## src/rtl/viterbi_pkg.sv

```systemverilog
// Shared definitions for the Viterbi sequencing controller: state encoding,
// parameter legality and modulo-address helpers.
package viterbi_pkg;

    typedef enum logic [1:0] {
        ST_IDLE  = 2'd0,
        ST_STORE = 2'd1,
        ST_MIN   = 2'd2,
        ST_TB    = 2'd3
    } vit_state_e;

    // Width of the min-search cycle counter; MIN_CYC tops out at 15.
    localparam int unsigned MIN_CNT_W = 4;

    // Address width for a DEPTH-entry survivor memory, never below one bit.
    function automatic int unsigned addr_width(input int unsigned depth);
        return (depth < 2) ? 1 : $clog2(depth);
    endfunction

    // True when the parameter set describes a realisable controller.
    function automatic bit params_ok(input int unsigned depth,
                                     input int unsigned tb_len,
                                     input int unsigned min_cyc);
        return (depth >= 2) && (depth <= 256) &&
               (tb_len >= 1) && (tb_len <= depth) &&
               (min_cyc >= 1) && (min_cyc <= 15);
    endfunction

    // Previous address modulo depth (0 wraps to depth-1).
    function automatic int unsigned mod_dec(input int unsigned addr,
                                            input int unsigned depth);
        return (addr == 0) ? depth - 1 : addr - 1;
    endfunction

endpackage

```

## src/rtl/vit_mod_ptr.sv

```systemverilog
// Modulo-DEPTH address pointer with synchronous load and up/down step.
// Load has priority over stepping; DEPTH need not be a power of two.
module vit_mod_ptr #(
    parameter int unsigned DEPTH = 8,
    parameter int unsigned AW    = 3
) (
    input  logic          clk,
    input  logic          rst_n,
    input  logic          load_i,
    input  logic [AW-1:0] load_val_i,
    input  logic          inc_i,
    input  logic          dec_i,
    output logic [AW-1:0] ptr_o
);

    logic [AW-1:0] ptr_q;
    logic [AW-1:0] ptr_d;

    // Next pointer value: load, wrap-around increment or wrap-around decrement.
    always_comb begin
        ptr_d = ptr_q;
        if (load_i) begin
            ptr_d = load_val_i;
        end else if (inc_i) begin
            ptr_d = (ptr_q == AW'(DEPTH - 1)) ? '0 : ptr_q + AW'(1);
        end else if (dec_i) begin
            ptr_d = (ptr_q == '0) ? AW'(DEPTH - 1) : ptr_q - AW'(1);
        end
    end

    // Pointer register.
    always_ff @(posedge clk or negedge rst_n) begin
        if (!rst_n) begin
            ptr_q <= '0;
        end else begin
            ptr_q <= ptr_d;
        end
    end

    assign ptr_o = ptr_q;

endmodule

```

## src/rtl/viterbi_seq_ctrl.sv

```systemverilog
// Viterbi decoder sequencing controller: fills a survivor-memory window,
// grants the min-metric search a fixed number of cycles, then walks the
// traceback addresses backwards, in block or continuous mode.
module viterbi_seq_ctrl
    import viterbi_pkg::*;
#(
    parameter int unsigned DEPTH   = 8,
    parameter int unsigned TB_LEN  = 8,
    parameter int unsigned MIN_CYC = 1,
    localparam int unsigned AW     = addr_width(DEPTH)
) (
    input  logic          clk,
    input  logic          rst_n,
    input  logic          start,
    input  logic          mode,
    input  logic          abort,
    input  logic          in_valid,
    output logic          in_ready,
    output logic          we,
    output logic [AW-1:0] wr_addr,
    output logic          min_req,
    input  logic          out_ready,
    output logic          te,
    output logic [AW-1:0] tb_addr,
    output logic          oe,
    output logic          busy,
    output logic          done
);

    localparam int unsigned CW  = $clog2(DEPTH + 1);
    localparam int unsigned TCW = $clog2(TB_LEN + 1);

    // Refuse to elaborate an unrealisable configuration.
    if (!params_ok(DEPTH, TB_LEN, MIN_CYC)) begin : g_bad_params
        $fatal(1, "viterbi_seq_ctrl: illegal DEPTH/TB_LEN/MIN_CYC combination");
    end

    vit_state_e           state_q;
    logic                 mode_q;
    logic [CW-1:0]        wr_cnt_q;
    logic [TCW-1:0]       tb_cnt_q;
    logic [MIN_CNT_W-1:0] min_cnt_q;
    logic                 in_ready_q;
    logic                 min_req_q;
    logic                 busy_q;
    logic                 done_q;

    logic                 accept;
    logic                 step;
    logic                 last_sym;
    logic                 min_last;
    logic                 last_step;
    logic                 wr_load;
    logic                 tb_load;
    logic [AW-1:0]        tb_load_val;

    // Mealy handshakes: abort gates both write and traceback in its own cycle.
    assign accept = in_valid & in_ready_q & ~abort;
    assign step   = out_ready & (state_q == ST_TB) & ~abort;

    assign we       = accept;
    assign te       = step;
    assign oe       = step;
    assign in_ready = in_ready_q;
    assign min_req  = min_req_q;
    assign busy     = busy_q;
    assign done     = done_q;

    // Window boundary detection and pointer load controls.
    always_comb begin
        last_sym    = accept && (wr_cnt_q == CW'(DEPTH - 1));
        min_last    = (state_q == ST_MIN) && (min_cnt_q == MIN_CNT_W'(MIN_CYC - 1));
        last_step   = step && (tb_cnt_q == TCW'(1));
        wr_load     = abort || ((state_q == ST_IDLE) && start);
        tb_load     = abort || min_last;
        tb_load_val = abort ? '0 : AW'(mod_dec(32'(wr_addr), DEPTH));
    end

    vit_mod_ptr #(
        .DEPTH (DEPTH),
        .AW    (AW)
    ) u_wr_ptr (
        .clk        (clk),
        .rst_n      (rst_n),
        .load_i     (wr_load),
        .load_val_i ({AW{1'b0}}),
        .inc_i      (accept),
        .dec_i      (1'b0),
        .ptr_o      (wr_addr)
    );

    vit_mod_ptr #(
        .DEPTH (DEPTH),
        .AW    (AW)
    ) u_tb_ptr (
        .clk        (clk),
        .rst_n      (rst_n),
        .load_i     (tb_load),
        .load_val_i (tb_load_val),
        .inc_i      (1'b0),
        .dec_i      (step),
        .ptr_o      (tb_addr)
    );

    // Session FSM with counters and registered status outputs.
    always_ff @(posedge clk or negedge rst_n) begin
        if (!rst_n) begin
            state_q    <= ST_IDLE;
            mode_q     <= 1'b0;
            wr_cnt_q   <= '0;
            tb_cnt_q   <= '0;
            min_cnt_q  <= '0;
            in_ready_q <= 1'b0;
            min_req_q  <= 1'b0;
            busy_q     <= 1'b0;
            done_q     <= 1'b0;
        end else begin
            done_q <= 1'b0;
            if (abort) begin
                state_q    <= ST_IDLE;
                wr_cnt_q   <= '0;
                tb_cnt_q   <= '0;
                min_cnt_q  <= '0;
                in_ready_q <= 1'b0;
                min_req_q  <= 1'b0;
                busy_q     <= 1'b0;
            end else begin
                case (state_q)
                    ST_IDLE: begin
                        if (start) begin
                            state_q    <= ST_STORE;
                            mode_q     <= mode;
                            wr_cnt_q   <= '0;
                            in_ready_q <= 1'b1;
                            busy_q     <= 1'b1;
                        end
                    end
                    ST_STORE: begin
                        if (accept) begin
                            wr_cnt_q <= wr_cnt_q + CW'(1);
                            if (last_sym) begin
                                state_q    <= ST_MIN;
                                in_ready_q <= 1'b0;
                                min_req_q  <= 1'b1;
                                min_cnt_q  <= '0;
                            end
                        end
                    end
                    ST_MIN: begin
                        if (min_last) begin
                            state_q   <= ST_TB;
                            min_req_q <= 1'b0;
                            min_cnt_q <= '0;
                            tb_cnt_q  <= TCW'(TB_LEN);
                        end else begin
                            min_cnt_q <= min_cnt_q + MIN_CNT_W'(1);
                        end
                    end
                    ST_TB: begin
                        if (step) begin
                            tb_cnt_q <= tb_cnt_q - TCW'(1);
                            if (last_step) begin
                                if (mode_q) begin
                                    state_q    <= ST_STORE;
                                    wr_cnt_q   <= '0;
                                    in_ready_q <= 1'b1;
                                end else begin
                                    state_q <= ST_IDLE;
                                    busy_q  <= 1'b0;
                                    done_q  <= 1'b1;
                                end
                            end
                        end
                    end
                    default: begin
                        state_q <= ST_IDLE;
                    end
                endcase
            end
        end
    end

endmodule

```

## config.mk

```make
export PLATFORM = sky130hd
export DESIGN_NAME = viterbi_seq_ctrl
export DESIGN_NICKNAME = d
export VERILOG_FILES = /design/src/rtl/viterbi_pkg.sv /design/src/rtl/vit_mod_ptr.sv /design/src/rtl/viterbi_seq_ctrl.sv
export SDC_FILE = /design/constraint.sdc
export NUM_CORES = 1
export LEC_CHECK = 0
export ABC_AREA = 1
export BUFFER_PORTS_ARGS = -buffer_cell sky130_fd_sc_hd__buf_2
export CAP_MARGIN = 20
export CORE_ASPECT_RATIO = 1.1
export CORE_MARGIN = 4
export CORE_UTILIZATION = 60
export CTS_BUF_LIST = sky130_fd_sc_hd__clkbuf_4
export DETAILED_ROUTE_END_ITERATION = 10
export GPL_TIMING_DRIVEN = 0
export PLACE_DENSITY = 0.81
export SYNTH_ARGS = -nofsm -noshare
export SYNTH_HDL_FRONTEND = slang
export SYNTH_HIERARCHICAL = 1
export SYNTH_SLANG_ARGS = --single-unit
```

## constraint.sdc

```tcl
create_clock -name clk -period 3.5 [get_ports clk]
set_input_delay 0.35 -clock clk [delete_from_list [all_inputs] [get_ports clk]]
set_output_delay 0.35 -clock clk [all_outputs]
set_load 0.01 [all_outputs]
```

==> results.cfg <==
[global_routing]
first_global_vias = 1513
grtUsageMet1 = 0.241
use_met2 = 0.333
busiest_layer = met2
met3_usage = 0.0233
grt_max_degree = 26
antenna_found_initial = 0
grt-ovfl-total = 0
groute.usage.overall = 0.190
grt_pass1_wl_mm = 6.52

[clocking]
clock-root-buffer = clkbuf_4
clk_pin_slew_ns = 0.13
clock_latency_ns = 0.34
htreeDepth = 1
clock_sinks = 25
cts_setup_buffers = 0
cts_resized = 0
clockBufferDepth = 2
numCtsBuffers = 3
cts_tree = built

[route]
avgViaCountPerCell = 4.98
ant_nets = 0
wire_per_inst_um = 10.8
vias = 1659
wl_mm = 3.60
initialDrtViolationCount = 111
dr.pass1.iters = 4
remaining_drc_errors = 0

[synthesis]
ys.flop_type = dfrtp_1
synth-seq-cells = 25
synthArstFlopShare = 1.00
yosysUniqueCellTypes = 27
synth_enable_flop_cells = 0
avgSynthCellArea_sq_um = 7.26
yosysSeqAreaShare = 0.322
synth_warnings = 6
netlist_area_sq_mm = 0.00194
synthCells = 268

[min_path]
hp-class = in2reg

[cells_and_area]
syn2layout_area_growth_pct = 10.4
antenna_cells = 0
final_layout_size_suffix_gt1_frac = 0.204
multiInputGateArea_sq_mm = 0.00116
final_cell_mix = nand2_1 (78), inv_1 (33), dfrtp_1 (25)
final_nets = 327
n_fill_cell = 269
fin_util = 0.698
layoutNonFillerInstCount = 333
seqCellArea_sq_um = 626
final_common_cell = nand2_1

[sta]
drv_slew = 0
whs_ns = 0.281
finClkSkew_ns = 0.0191
fin_crit_sh = 0.644
period_minus_slack_ns = 2.25
worst_pin_slew_ns = 0.574
fin_tns_setup_ns = 0
setup_viol = 0
max_freq_ghz = 0.444
hold_viol_final = 0
maxSlewHeadroom = 0.618
rsz0062_at_grt = no

[place]
dpl.cell_count = 328
portBuffers = 18
dp_hpwl_mm = 2.81
place_congestion = 0.818

[run_status]
status = finished, final reports clean

[pwr]
p_per_area_mw_per_mm2 = 601
max-vdd-ir-drop_v = 0.000390
p_total_mw = 1.29
p_leak_nw = 1.18

[run]
maxCapViolations = 0

[worst_setup_path]
slowest_delay_ns = 0.44
crit_type = reg2out
worst_ep_arrival_time_ns = 1.90
cp-end-kind = primary output
crit_slowest_cell = dfrtp_1
path_cells = ha_1 > nand2_2 > nor2_1 > buf_4 > buf_2
startpoint_type = register
critPathRequiredTime_ns = 3.15
cp_max_fo = 6

[floorplan]
core_area_sq_mm = 0.00307
fp.dieArea_sq_mm = 0.00422
die_h_um = 67.7
die_x_um = 62.3
start_util = 0.632
fp-row-count = 21
io_pins = 20
## power by group
part / switching (mW) / total (mW) / internal [mW] / leakage, nW
clock: 0.0939 / 0.138 / 0.0438 / 0.0139
sequential: 0.0899 / 0.460 / 0.371 / 0.324
combinational: 0.428 / 0.692 / 0.264 / 0.842
total: 0.612 / 1.29 / 0.678 / 1.18
## repair_timing
action / 4_1_cts / 5_1_grt
setup endpoints to repair: 0 / 0
hold buffers: 1 / 0
hold endpoints to repair: 15 / 0
## metrics by stage
| stage | cell area [sq um] | setup slack [ns] |
|---|---|---|
| final | 2150 | 1.25 |
| after global routing | 2150 | 1.10 |
| after CTS | 2150 | 1.22 |
| after detailed placement | 2110 | 1.57 |
| after global placement | 2110 | 1.62 |
| after floorplan | 1970 | 1.80 |
## per-layer routing
metal / routed length [um] / vias to the layer above
met5: 0 / -
li1: - / 897
met2: 1790 / 31
met4: 57 / 0
met3: 133 / 5
met1: 1620 / 726
## layout make-up
type                    instances  area share
well taps                      34      0.0198
multi-input cells             207       0.543
inverters                      41      0.0717
repair buffers                 19      0.0466
flip-flops and latches         25       0.291
clock buffers                   3      0.0105
plain buffers                   3      0.0140
clock inverters                 1     0.00350
## cell usage after synthesis, drive strengths merged, types with 2 or more instances
cell type	n	area, sq um
a21oi	11	55.1
buf	3	30.0
dfrtp	25	626
ha	20	250
inv	41	154
nand2	88	365
nand3	17	100
nand4	7	43.8
nor2	30	148
nor3	3	25.0
o21ai	16	98.8
or2	2	12.5
## state kept, by name, summed over array words and instances (netlist names)
signal          flops
done                1
u_wr_ptr/ptr_o      3
in_ready            1
mode_q              1
u_tb_ptr/ptr_o      3
min_req             1
busy                1
tb_cnt_q            4
min_cnt_q           4
wr_cnt_q            4
state_q             2
## cells by family (layout without fill, tap and decap cells)
kind of cell / count (synthesis) / count (layout) / synth area share
simple gates: 148 / 148 / 0.361
buf+inv: 44 / 67 / 0.0946
compound gates: 28 / 28 / 0.0830
flops: 25 / 25 / 0.322
fa+ha+maj: 20 / 20 / 0.129
xor+xnor: 2 / 2 / 0.00901
other cells: 1 / 9 / 0.00193
## final timing paths
check                                       startpoint                       endpoint  slack [ns]  depth (start not counted)
worst max-delay path            state_q[1]$_DFFE_PN0P_                             te        1.25                          5
worst min-delay path                              mode             mode_q$_DFFE_PN0P_        0.28                          3
worst max register to register  state_q[0]$_DFFE_PN0P_  u_wr_ptr/ptr_o[1]$_DFFE_PN0P_        1.57                          9
worst min register to register     min_req$_DFFE_PN0P_            min_req$_DFFE_PN0P_        0.50                          2
max in group asynchronous                        rst_n         state_q[1]$_DFFE_PN0P_        2.58                          2
min in group asynchronous                        rst_n            min_req$_DFFE_PN0P_        0.52                          2
## worst max-delay path, delay by kind of cell (launching register included)
family                   cells  cell delay (ns)
AND/OR/NAND/NOR              2             0.47
adder cells (fa/ha/maj)      1             0.38
buffers and inverters        2             0.29
flip-flops                   1             0.44
No activity file was read; power rests on OpenSTA's default activity.
